<file path="src/rtl/nibble_serial_pkg.sv">
// Shared constants for the nibble-serial adder: FSM encodings, nibble width
// and the two's-complement overflow rule used when the last nibble lands.
package nibble_serial_pkg;

    localparam int NIB_W = 4;

    localparam logic [1:0] ST_IDLE = 2'd0;
    localparam logic [1:0] ST_ADD  = 2'd1;
    localparam logic [1:0] ST_DONE = 2'd2;

    // Signed overflow: operands agree in sign but the result does not.
    function automatic logic twos_ovf(input logic a_msb, input logic b_msb, input logic s_msb);
        return (a_msb == b_msb) && (s_msb != a_msb);
    endfunction

endpackage

</file>
<file path="src/rtl/nibble_adder_cin.sv">
// Purely combinational 4-bit adder with carry-in; the serial datapath's only adder.
module nibble_adder_cin
    import nibble_serial_pkg::*;
(
    input  logic [NIB_W-1:0] a,
    input  logic [NIB_W-1:0] b,
    input  logic             cin,
    output logic [NIB_W-1:0] sum,
    output logic             cout
);

    logic [NIB_W:0] total;

    assign total       = {1'b0, a} + {1'b0, b} + {{NIB_W{1'b0}}, cin};
    assign {cout, sum} = total;

endmodule

</file>
<file path="src/rtl/nibble_serial_adder_ctrl.sv">
// Serial W-bit adder: one nibble per cycle through a single 4-bit adder,
// LSB nibble first, with a one-cycle done pulse when the result is complete.
module nibble_serial_adder_ctrl
    import nibble_serial_pkg::*;
#(
    parameter int NIBBLES = 4
) (
    input  logic                   clk_amisha,
    input  logic                   rst_n_amisha,
    input  logic                   start_amisha,
    input  logic [NIB_W*NIBBLES-1:0] a_amisha,
    input  logic [NIB_W*NIBBLES-1:0] b_amisha,
    input  logic                   cin_amisha,
    output logic                   busy_amisha,
    output logic                   done_amisha,
    output logic [NIB_W*NIBBLES-1:0] sum_amisha,
    output logic                   cout_amisha,
    output logic                   ovf_amisha,
    output logic [1:0]             state_dbg_amisha
);

    localparam int W     = NIB_W * NIBBLES;
    localparam int IDX_W = (NIBBLES > 1) ? $clog2(NIBBLES) : 1;

    // Handshake: start is taken only while busy is low (IDLE); operands are
    // captured on that edge, later start pulses are dropped, and done marks
    // the single cycle in which sum/cout/ovf first hold the new result.

    logic [1:0]       state_q, state_d;
    logic [W-1:0]     a_q, a_d;
    logic [W-1:0]     b_q, b_d;
    logic [W-1:0]     sum_q, sum_d;
    logic [IDX_W-1:0] idx_q, idx_d;
    logic             carry_q, carry_d;
    logic             cout_q, cout_d;
    logic             ovf_q, ovf_d;

    logic [NIB_W-1:0] nib_a, nib_b, nib_sum;
    logic             nib_cout;
    logic             last_nib;

    assign nib_a    = a_q[NIB_W*int'(idx_q) +: NIB_W];
    assign nib_b    = b_q[NIB_W*int'(idx_q) +: NIB_W];
    assign last_nib = (idx_q == IDX_W'(NIBBLES - 1));

    nibble_adder_cin u_nib_add (
        .a    (nib_a),
        .b    (nib_b),
        .cin  (carry_q),
        .sum  (nib_sum),
        .cout (nib_cout)
    );

    always_comb begin
        state_d = state_q;
        a_d     = a_q;
        b_d     = b_q;
        sum_d   = sum_q;
        idx_d   = idx_q;
        carry_d = carry_q;
        cout_d  = cout_q;
        ovf_d   = ovf_q;
        case (state_q)
            ST_IDLE: begin
                if (start_amisha) begin
                    a_d     = a_amisha;
                    b_d     = b_amisha;
                    carry_d = cin_amisha;
                    idx_d   = '0;
                    sum_d   = '0;
                    state_d = ST_ADD;
                end
            end
            ST_ADD: begin
                sum_d[NIB_W*int'(idx_q) +: NIB_W] = nib_sum;
                carry_d = nib_cout;
                // Index holds on the last nibble so it never wraps inside ADD.
                if (last_nib) begin
                    cout_d  = nib_cout;
                    ovf_d   = twos_ovf(a_q[W-1], b_q[W-1], nib_sum[NIB_W-1]);
                    state_d = ST_DONE;
                end else begin
                    idx_d = idx_q + IDX_W'(1);
                end
            end
            ST_DONE: state_d = ST_IDLE;
            default: state_d = ST_IDLE;
        endcase
    end

    always_ff @(posedge clk_amisha or negedge rst_n_amisha) begin
        if (!rst_n_amisha) begin
            state_q <= ST_IDLE;
            a_q     <= '0;
            b_q     <= '0;
            sum_q   <= '0;
            idx_q   <= '0;
            carry_q <= 1'b0;
            cout_q  <= 1'b0;
            ovf_q   <= 1'b0;
        end else begin
            state_q <= state_d;
            a_q     <= a_d;
            b_q     <= b_d;
            sum_q   <= sum_d;
            idx_q   <= idx_d;
            carry_q <= carry_d;
            cout_q  <= cout_d;
            ovf_q   <= ovf_d;
        end
    end

    assign busy_amisha      = (state_q != ST_IDLE);
    assign done_amisha      = (state_q == ST_DONE);
    assign sum_amisha       = sum_q;
    assign cout_amisha      = cout_q;
    assign ovf_amisha       = ovf_q;
    assign state_dbg_amisha = state_q;

endmodule

</file>
<file path="config.mk">
export PLATFORM = sky130hd
export DESIGN_NAME = nibble_serial_adder_ctrl
export DESIGN_NICKNAME = d
export VERILOG_FILES = /design/src/rtl/nibble_serial_pkg.sv /design/src/rtl/nibble_adder_cin.sv /design/src/rtl/nibble_serial_adder_ctrl.sv
export SDC_FILE = /design/constraint.sdc
export NUM_CORES = 1
export LEC_CHECK = 0
export ABC_AREA = 1
export CAP_MARGIN = 0
export CELL_PAD_IN_SITES_DETAIL_PLACEMENT = 2
export CELL_PAD_IN_SITES_GLOBAL_PLACEMENT = 2
export CORE_MARGIN = 2
export CORE_UTILIZATION = 29
export CTS_CLUSTER_SIZE = 8
export DETAILED_ROUTE_END_ITERATION = 10
export PLACE_DENSITY = 0.78
export SLEW_MARGIN = 40
export SYNTH_ARGS = -nofsm -noshare
export SYNTH_HDL_FRONTEND = slang
export SYNTH_SLANG_ARGS = --single-unit
</file>
<file path="constraint.sdc">
create_clock -name clk_amisha -period 2.8 [get_ports clk_amisha]
set_clock_uncertainty 0.1 [all_clocks]
set_input_delay 0.28 -clock clk_amisha [delete_from_list [all_inputs] [get_ports clk_amisha]]
set_output_delay 0.28 -clock clk_amisha [all_outputs]
set_load 0.01 [all_outputs]
</file>
==> impl_results.md, run 1 <==
- Outcome: finished, violations left
- Violated checks: negative hold slack
- Mean routed wirelength per cell: 15.7 µm
- Avg Vias per Cell: 4.82
- Die ar.: 9880 µm²
- Gate Count Post-Synth: 317
- CTS tree: built
- First-pass DRT Iterations: 4
- Final Setup Violations: 0
- Initial standard-cell utilization of the core: 0.301
- Post-Syn Nets: about 360
- Wirelength, routed: 7650 µm
- Commonest cells in the synthesized netlist: sky130_fd_sc_hd__nand2_1, sky130_fd_sc_hd__dfrtp_1, sky130_fd_sc_hd__nor2_1
- Layout area overhead: 29.7%
- VDD IR max: 323 µV
- Flops & latches, synth: 55
- Category of the worst setup path capture point: register
- Via count of the first global-routing pass: 2647
- Clock-pin transition on the worst setup and hold timing paths: 100 ps
- Req. time, crit path: 2910 ps
- Clock net sink count: between 50 and 60
- Pleak: ~1.7 nW
- Total number of placement rows: 34
- Fill count: 1000
- Horizontal extent of the die: slightly below 100 µm
- Synth Area per Inst: 8.33 µm²
- Inserted Clock Buffers: 5
- Max-cap violations: 0
- Largest driver fanout on the critical path: 19
- Setup Total Neg Slack: 0 ps
- Half-perimeter wire length after detailed placement: 5940 µm
- Area share of the largest cell type after synthesis: 0.521
- Final-report hold violation count: 15
- Switching part of the total: 0.464
- Min-Delay Path Class: in -> async
- Power per cell area: 1200 nW/µm²
- Dominant register cell in the synthesized netlist: sky130_fd_sc_hd__dfrtp_1
- Transition time at the pin with the least slew margin: approximately 710 ps
- # port buffers: 57
- Largest cells by area after synthesis: sky130_fd_sc_hd__dfrtp_1, sky130_fd_sc_hd__nand2_1, sky130_fd_sc_hd__ha_1
- CTS Buffer Depth: 2
- Worst hold-check slack: -12.9 ps
- Sequential fraction of design power: 0.332
- Cell Count, Final, Fillers Out: 486
- Count of unique library cells instantiated by Yosys: 27
- Initial drt markers: 91
- Number of enable flip-flop cells after synthesis: 0
- Fraction of final layout cells with drive strength greater than 1: 0.0926
- Post-route ant nets: 0
- Period utilization: 0.927
- Clock network power share: 0.119
- Cell with the most instances after synthesis: sky130_fd_sc_hd__nand2_1
- Part of the Yosys area used for sequential elements: 0.521
- Antenna violations before repair: 0
- Total routing resource utilization after global routing: 0.168
- Post-layout min period: 2600 ps
- Max H-tree Level: 2
- Net load switching power: between 1.5 and 2 mW
- Worst relative slew slack: 0.526
- Total power of the final layout: 4.10 mW
- Internal power component: 2.20 mW
- Maximum clock rate: just under 0.4 GHz
- Vias: 2344
- YS warnings: 0
- Post-Synthesis Cell Area: 2640 µm²
- Worst skew pair latency: ~310 ps
- Placed insts: 478
- Combinational fraction of design power: 0.548
- Setup Fix Bufs, Post-CTS: 0
- Grt ovf: 0
- Layout net count: 422
- Die Span Y: just under 100 µm
- Antenna cell count: 0
- Root cell of the clock tree: sky130_fd_sc_hd__clkbuf_8
- Critical path type: reg -> reg
- Placeable core region: 8760 µm²
- Largest area contributor in the netlist: sky130_fd_sc_hd__dfrtp_1
- Global-route wire length before repair: 13200 µm
- Routability congestion estimate: about 0.8
- Fraction of registers with async set/reset: 1.00
- Setup repair after global routing missed its margin: no
- Remaining routing DRC violations: 0
- Critical path startpoint category: register
- Pins Over Slew Limit: 0
- Number of top-level pins: 58
- Arrival time of the worst setup path: roughly 2700 ps
- Maximum number of pins on one net before global-route repair: 56
placed cells by master (no fill, tap or decap), drive strengths merged, types with 3 or more instances in the layout:
master and instances:
nand3 13, o22ai 12, clkdlybuf4s50 56, o31ai 3
clkbuf 8, dfrtp 55, buf 7, nor2 22
nand2 133, inv 24, o21ai 28, ha 7
power by group through the flow:
| stage | Clock, mW | Sequential, mW | Combinational, mW |
|---|---|---|---|
| after floorplan | 0 | 1.33 | 1.48 |
| after global placement | 0 | 1.38 | 2.14 |
| after detailed placement | 0 | 1.38 | 2.28 |
| after CTS | 0.509 | 1.37 | 2.30 |
| after global routing | 0.535 | 1.41 | 2.56 |
| final | 0.490 | 1.36 | 2.25 |
metal layers:
metal,up-vias,global-route usage,part of all wire
met2,45,0.293,0.51
met3,11,0.0274,0.028
met1,1162,0.215,0.45
met5,-,0,0
li1,1126,-,-
met4,0,0.0464,0.017
worst paths after layout:
path / to / startpoint / slack [ps] / cells after the start
max in group asynchronous: idx_q[0]$_DFFE_PN0P_ / rst_n_amisha / 2090 / 2
worst min register to register: a_q[9]$_DFFE_PN0P_ / a_q[9]$_DFFE_PN0P_ / 390 / 2
worst max-delay path: sum_amisha[14]$_DFFE_PN0P_ / idx_q[0]$_DFFE_PN0P_ / 200 / 9
min in group clk_amisha: a_q[9]$_DFFE_PN0P_ / a_q[9]$_DFFE_PN0P_ / 390 / 2
worst max register to register: sum_amisha[14]$_DFFE_PN0P_ / idx_q[0]$_DFFE_PN0P_ / 200 / 9
worst min-delay path: state_dbg_amisha[1]$_DFFE_PN0P_ / rst_n_amisha / -10 / 2
cell families (layout without fill, tap and decap cells):
| group | Yosys count | in the layout | share of synthesized area |
|---|---|---|---|
| DFF | 55 | 55 | 0.521 |
| and+or+nand+nor | 171 | 171 | 0.268 |
| buffers and inverters | 35 | 96 | 0.0597 |
| xor gates and xnor gates | 1 | 1 | 0.00332 |
| adders and majority gates | 9 | 9 | 0.0483 |
| AOI/OAI and AO/OA | 46 | 46 | 0.0995 |
sequential cells by signal, indices dropped and copies added (netlist names):
signal and flops:
a_q 16, b_q 16, sum_amisha 16, ovf_amisha 1, state_dbg_amisha 2, carry_q 1
cout_amisha 1, idx_q 2
metrics by stage:
step           utilization  hold slack [ps]  instance area [µm²]  setup WS [ps]
3_3_place_gp         0.379              358                 3320            250
3_5_place_dp         0.379              373                 3320           72.9
4_1_cts              0.390             25.8                 3420           69.9
5_1_grt              0.391             50.5                 3420           29.9
6_report             0.391            -12.9                 3420            204
2_1_floorplan            -             -116                 2640            454
critical path, cell delays in order, from the launching register on:
cell and delay [ps]:
sky130_fd_sc_hd__dfrtp_2 490, sky130_fd_sc_hd__inv_2 180, sky130_fd_sc_hd__o21ai_0 220, sky130_fd_sc_hd__o22ai_1 130, sky130_fd_sc_hd__fa_1 460, sky130_fd_sc_hd__fa_1 420
sky130_fd_sc_hd__xnor2_1 260, sky130_fd_sc_hd__nor2_1 80, sky130_fd_sc_hd__nand2_1 90, sky130_fd_sc_hd__o21ai_1 60
repair_timing:
item	in CTS	in global routing
endpoints found under the setup margin	0	7
hold buffers	0	0
gates resized for setup	0	1
area by class of cell:
type,instances,area [µm²],share of cell area
inverter,25,93.8,0.0274
clock buffer,8,100,0.0292
tap,108,135,0.0395
sequential,55,1380,0.402
timing repair buffer,63,611,0.178
multi-input combinational,227,1110,0.323
(Power assumes the default switching activity.)
==> run 2: changes to the inputs <==
--- a/config.mk
+++ b/config.mk
@@ -9,7 +9,7 @@
 export CAP_MARGIN = 0
 export CELL_PAD_IN_SITES_DETAIL_PLACEMENT = 2
 export CELL_PAD_IN_SITES_GLOBAL_PLACEMENT = 2
-export CORE_MARGIN = 2
+export CORE_MARGIN = 3
 export CORE_UTILIZATION = 29
 export CTS_CLUSTER_SIZE = 8
 export DETAILED_ROUTE_END_ITERATION = 10
==> impl_results.md, run 2 (same netlist as run 1, synthesis figures left out) <==
- Placed insts: between 400 and 500
- Setup repair after global routing missed its margin: no
- Half-perimeter wire length after detailed placement: 5840 µm
- Highest routing layer actually used: met4
- Worst Reg2Reg Path Length in Cells: 9
- Final Setup Violations: 0
- Setup Fix Bufs, Post-CTS: 0
- Final setup margin: 289 ps
- Mean routed wirelength per cell: about 15 µm
- Routability congestion estimate: 0.802
- Via count of the first global-routing pass: 2474
- Placeable core region: 8760 µm²
- Avg Vias per Cell: 4.74
- Post-route ant nets: 0
- Worst reg2reg path startpoint: idx_q[1]$_DFFE_PN0P_
- Antenna violations before repair: 0
- Routed length on met3: 277 µm
- Req. time, crit path: 2940 ps
- Worst relative slew slack: 0.644
- Worst skew pair latency: 310 ps
- Final-report hold violation count: 0
- DP Worst Slack: 221 ps
- Worst setup slack for register-to-register paths: 290 ps
- Clock net sink count: 55
- Remaining routing DRC violations: 0
- Post-layout util: 0.393
- Inserted Clock Buffers: 5
- Layout net count: 423
- Setup Total Neg Slack: 0 ps
- R2r endpoint: sum_amisha[14]$_DFFE_PN0P_
- Wirelength, routed: 7480 µm
- Arrival time of the worst setup path: 2650 ps
- Transition time at the pin with the least slew margin: about 530 ps
- Most frequent cells in the layout: sky130_fd_sc_hd__nand2_1, sky130_fd_sc_hd__clkdlybuf4s50_1, sky130_fd_sc_hd__dfrtp_1
- Critical path startpoint category: register
- # port buffers: 57
- Number of top-level pins: 58
- CTS tree: built
- Cell Count, Final, Fillers Out: 487
- Max H-tree Level: 2
- Initial standard-cell utilization of the core: 0.301
- Met2 wirelength from detailed routing: 3790 µm
- Grt ovf: 0
- Metal1 wirelength: 3390 µm
- Largest driver fanout on the critical path: 11
- Power per cell area: about 1200 nW/µm²
- First-pass DRT Iterations: 4
- Final Instance Area: 3440 µm²
- Max-cap violations: 0
- Global-route wire length before repair: 12300 µm
- Period utilization: 0.897
- Outcome: completed
- Root cell of the clock tree: sky130_fd_sc_hd__clkbuf_8
- Pins Over Slew Limit: 0
- Initial drt markers: 94
- Worst hold-check slack: 373 ps
- Horizontal extent of the die: 101 µm
- Critical path type: reg -> reg
- Die ar.: a little over 10000 µm²
- Vias: 2309
- VDD IR max: 387 µV
- Maximum number of pins on one net before global-route repair: 34
- Leading cell type in the layout, fill and taps excluded: sky130_fd_sc_hd__nand2_1
- Die Span Y: 101 µm
- Total number of placement rows: 34
- Total power of the final layout: about 4.1 mW
- Pleak: around 1.7 nW
- Antenna cell count: 0
- Placed cell areas: between 3000 and 4000 µm²
- CTS Buffer Depth: 2
- Min-Delay Path Class: in -> async
- Post-layout min period: 2510 ps
- Layout area overhead: 30.5%
- Total routing resource utilization after global routing: 0.150
- Fraction of final layout cells with drive strength greater than 1: 0.0976
- Maximum clock rate: between 0.3 and 0.4 GHz
- Category of the worst setup path capture point: register
- Clock-pin transition on the worst setup and hold timing paths: 100 ps
==> run 2: cell types whose count changed in the layout (fill, tap and decap cells not counted), sizes merged <==
cell         before  now
clkbuf            8    7
clkinvlp          0    1
dlygate4sd3       0    1
==> run 2: cell type report <==
class                   instances  area (µm²)
fillers                      1000        5320
clock buffers                   7        96.3
repair buffers                 64         621
flip-flops and latches         55        1380
inverters                      25        93.8
clock inverters                 1        7.51
well taps                     108         135
multi-input cells             227        1110
==> run 2: power by group <==
part / switching (mW) / internal (mW) / total [mW]
registers: 0.232 / 1.12 / 1.35
logic: 1.40 / 0.887 / 2.29
clock network: 0.267 / 0.226 / 0.493
==> run 2: worst max path at each step <==
stage,from,slack (ps),depth (start not counted),endpoint
after floorplan,idx_q[0]$_DFFE_PN0P_,450,10,sum_amisha[14]$_DFFE_PN0P_
after global placement,idx_q[0]$_DFFE_PN0P_,360,9,sum_amisha[14]$_DFFE_PN0P_
after detailed placement,idx_q[0]$_DFFE_PN0P_,220,9,sum_amisha[14]$_DFFE_PN0P_
after CTS,idx_q[0]$_DFFE_PN0P_,160,9,sum_amisha[14]$_DFFE_PN0P_
after global routing,idx_q[0]$_DFFE_PN0P_,70,9,sum_amisha[14]$_DFFE_PN0P_
final,idx_q[1]$_DFFE_PN0P_,290,9,sum_amisha[14]$_DFFE_PN0P_
==> run 2: timing repair <==
action,in CTS,in global routing
hold buffers,1,0
hold endpoints to repair,22,0
gates resized for setup,0,2
endpoints found under the setup margin,0,3
==> run 2: per-layer routing <==
| layer | up-vias | GRT usage |
|---|---|---|
| li1 | 1132 | - |
| met5 | - | 0 |
| met3 | 4 | 0.0289 |
| met2 | 44 | 0.263 |
| met1 | 1129 | 0.197 |
| met4 | 0 | 0.0225 |
==> run 2: worst max-delay path, cell delays in order, from the launching register on <==
cell	delay, ps
sky130_fd_sc_hd__dfrtp_1	360
sky130_fd_sc_hd__clkinv_1	270
sky130_fd_sc_hd__o21ai_0	170
sky130_fd_sc_hd__o22ai_1	120
sky130_fd_sc_hd__fa_1	460
sky130_fd_sc_hd__fa_1	440
sky130_fd_sc_hd__xnor2_2	180
sky130_fd_sc_hd__nor2_1	120
sky130_fd_sc_hd__nand2_1	90
sky130_fd_sc_hd__o21ai_1	140
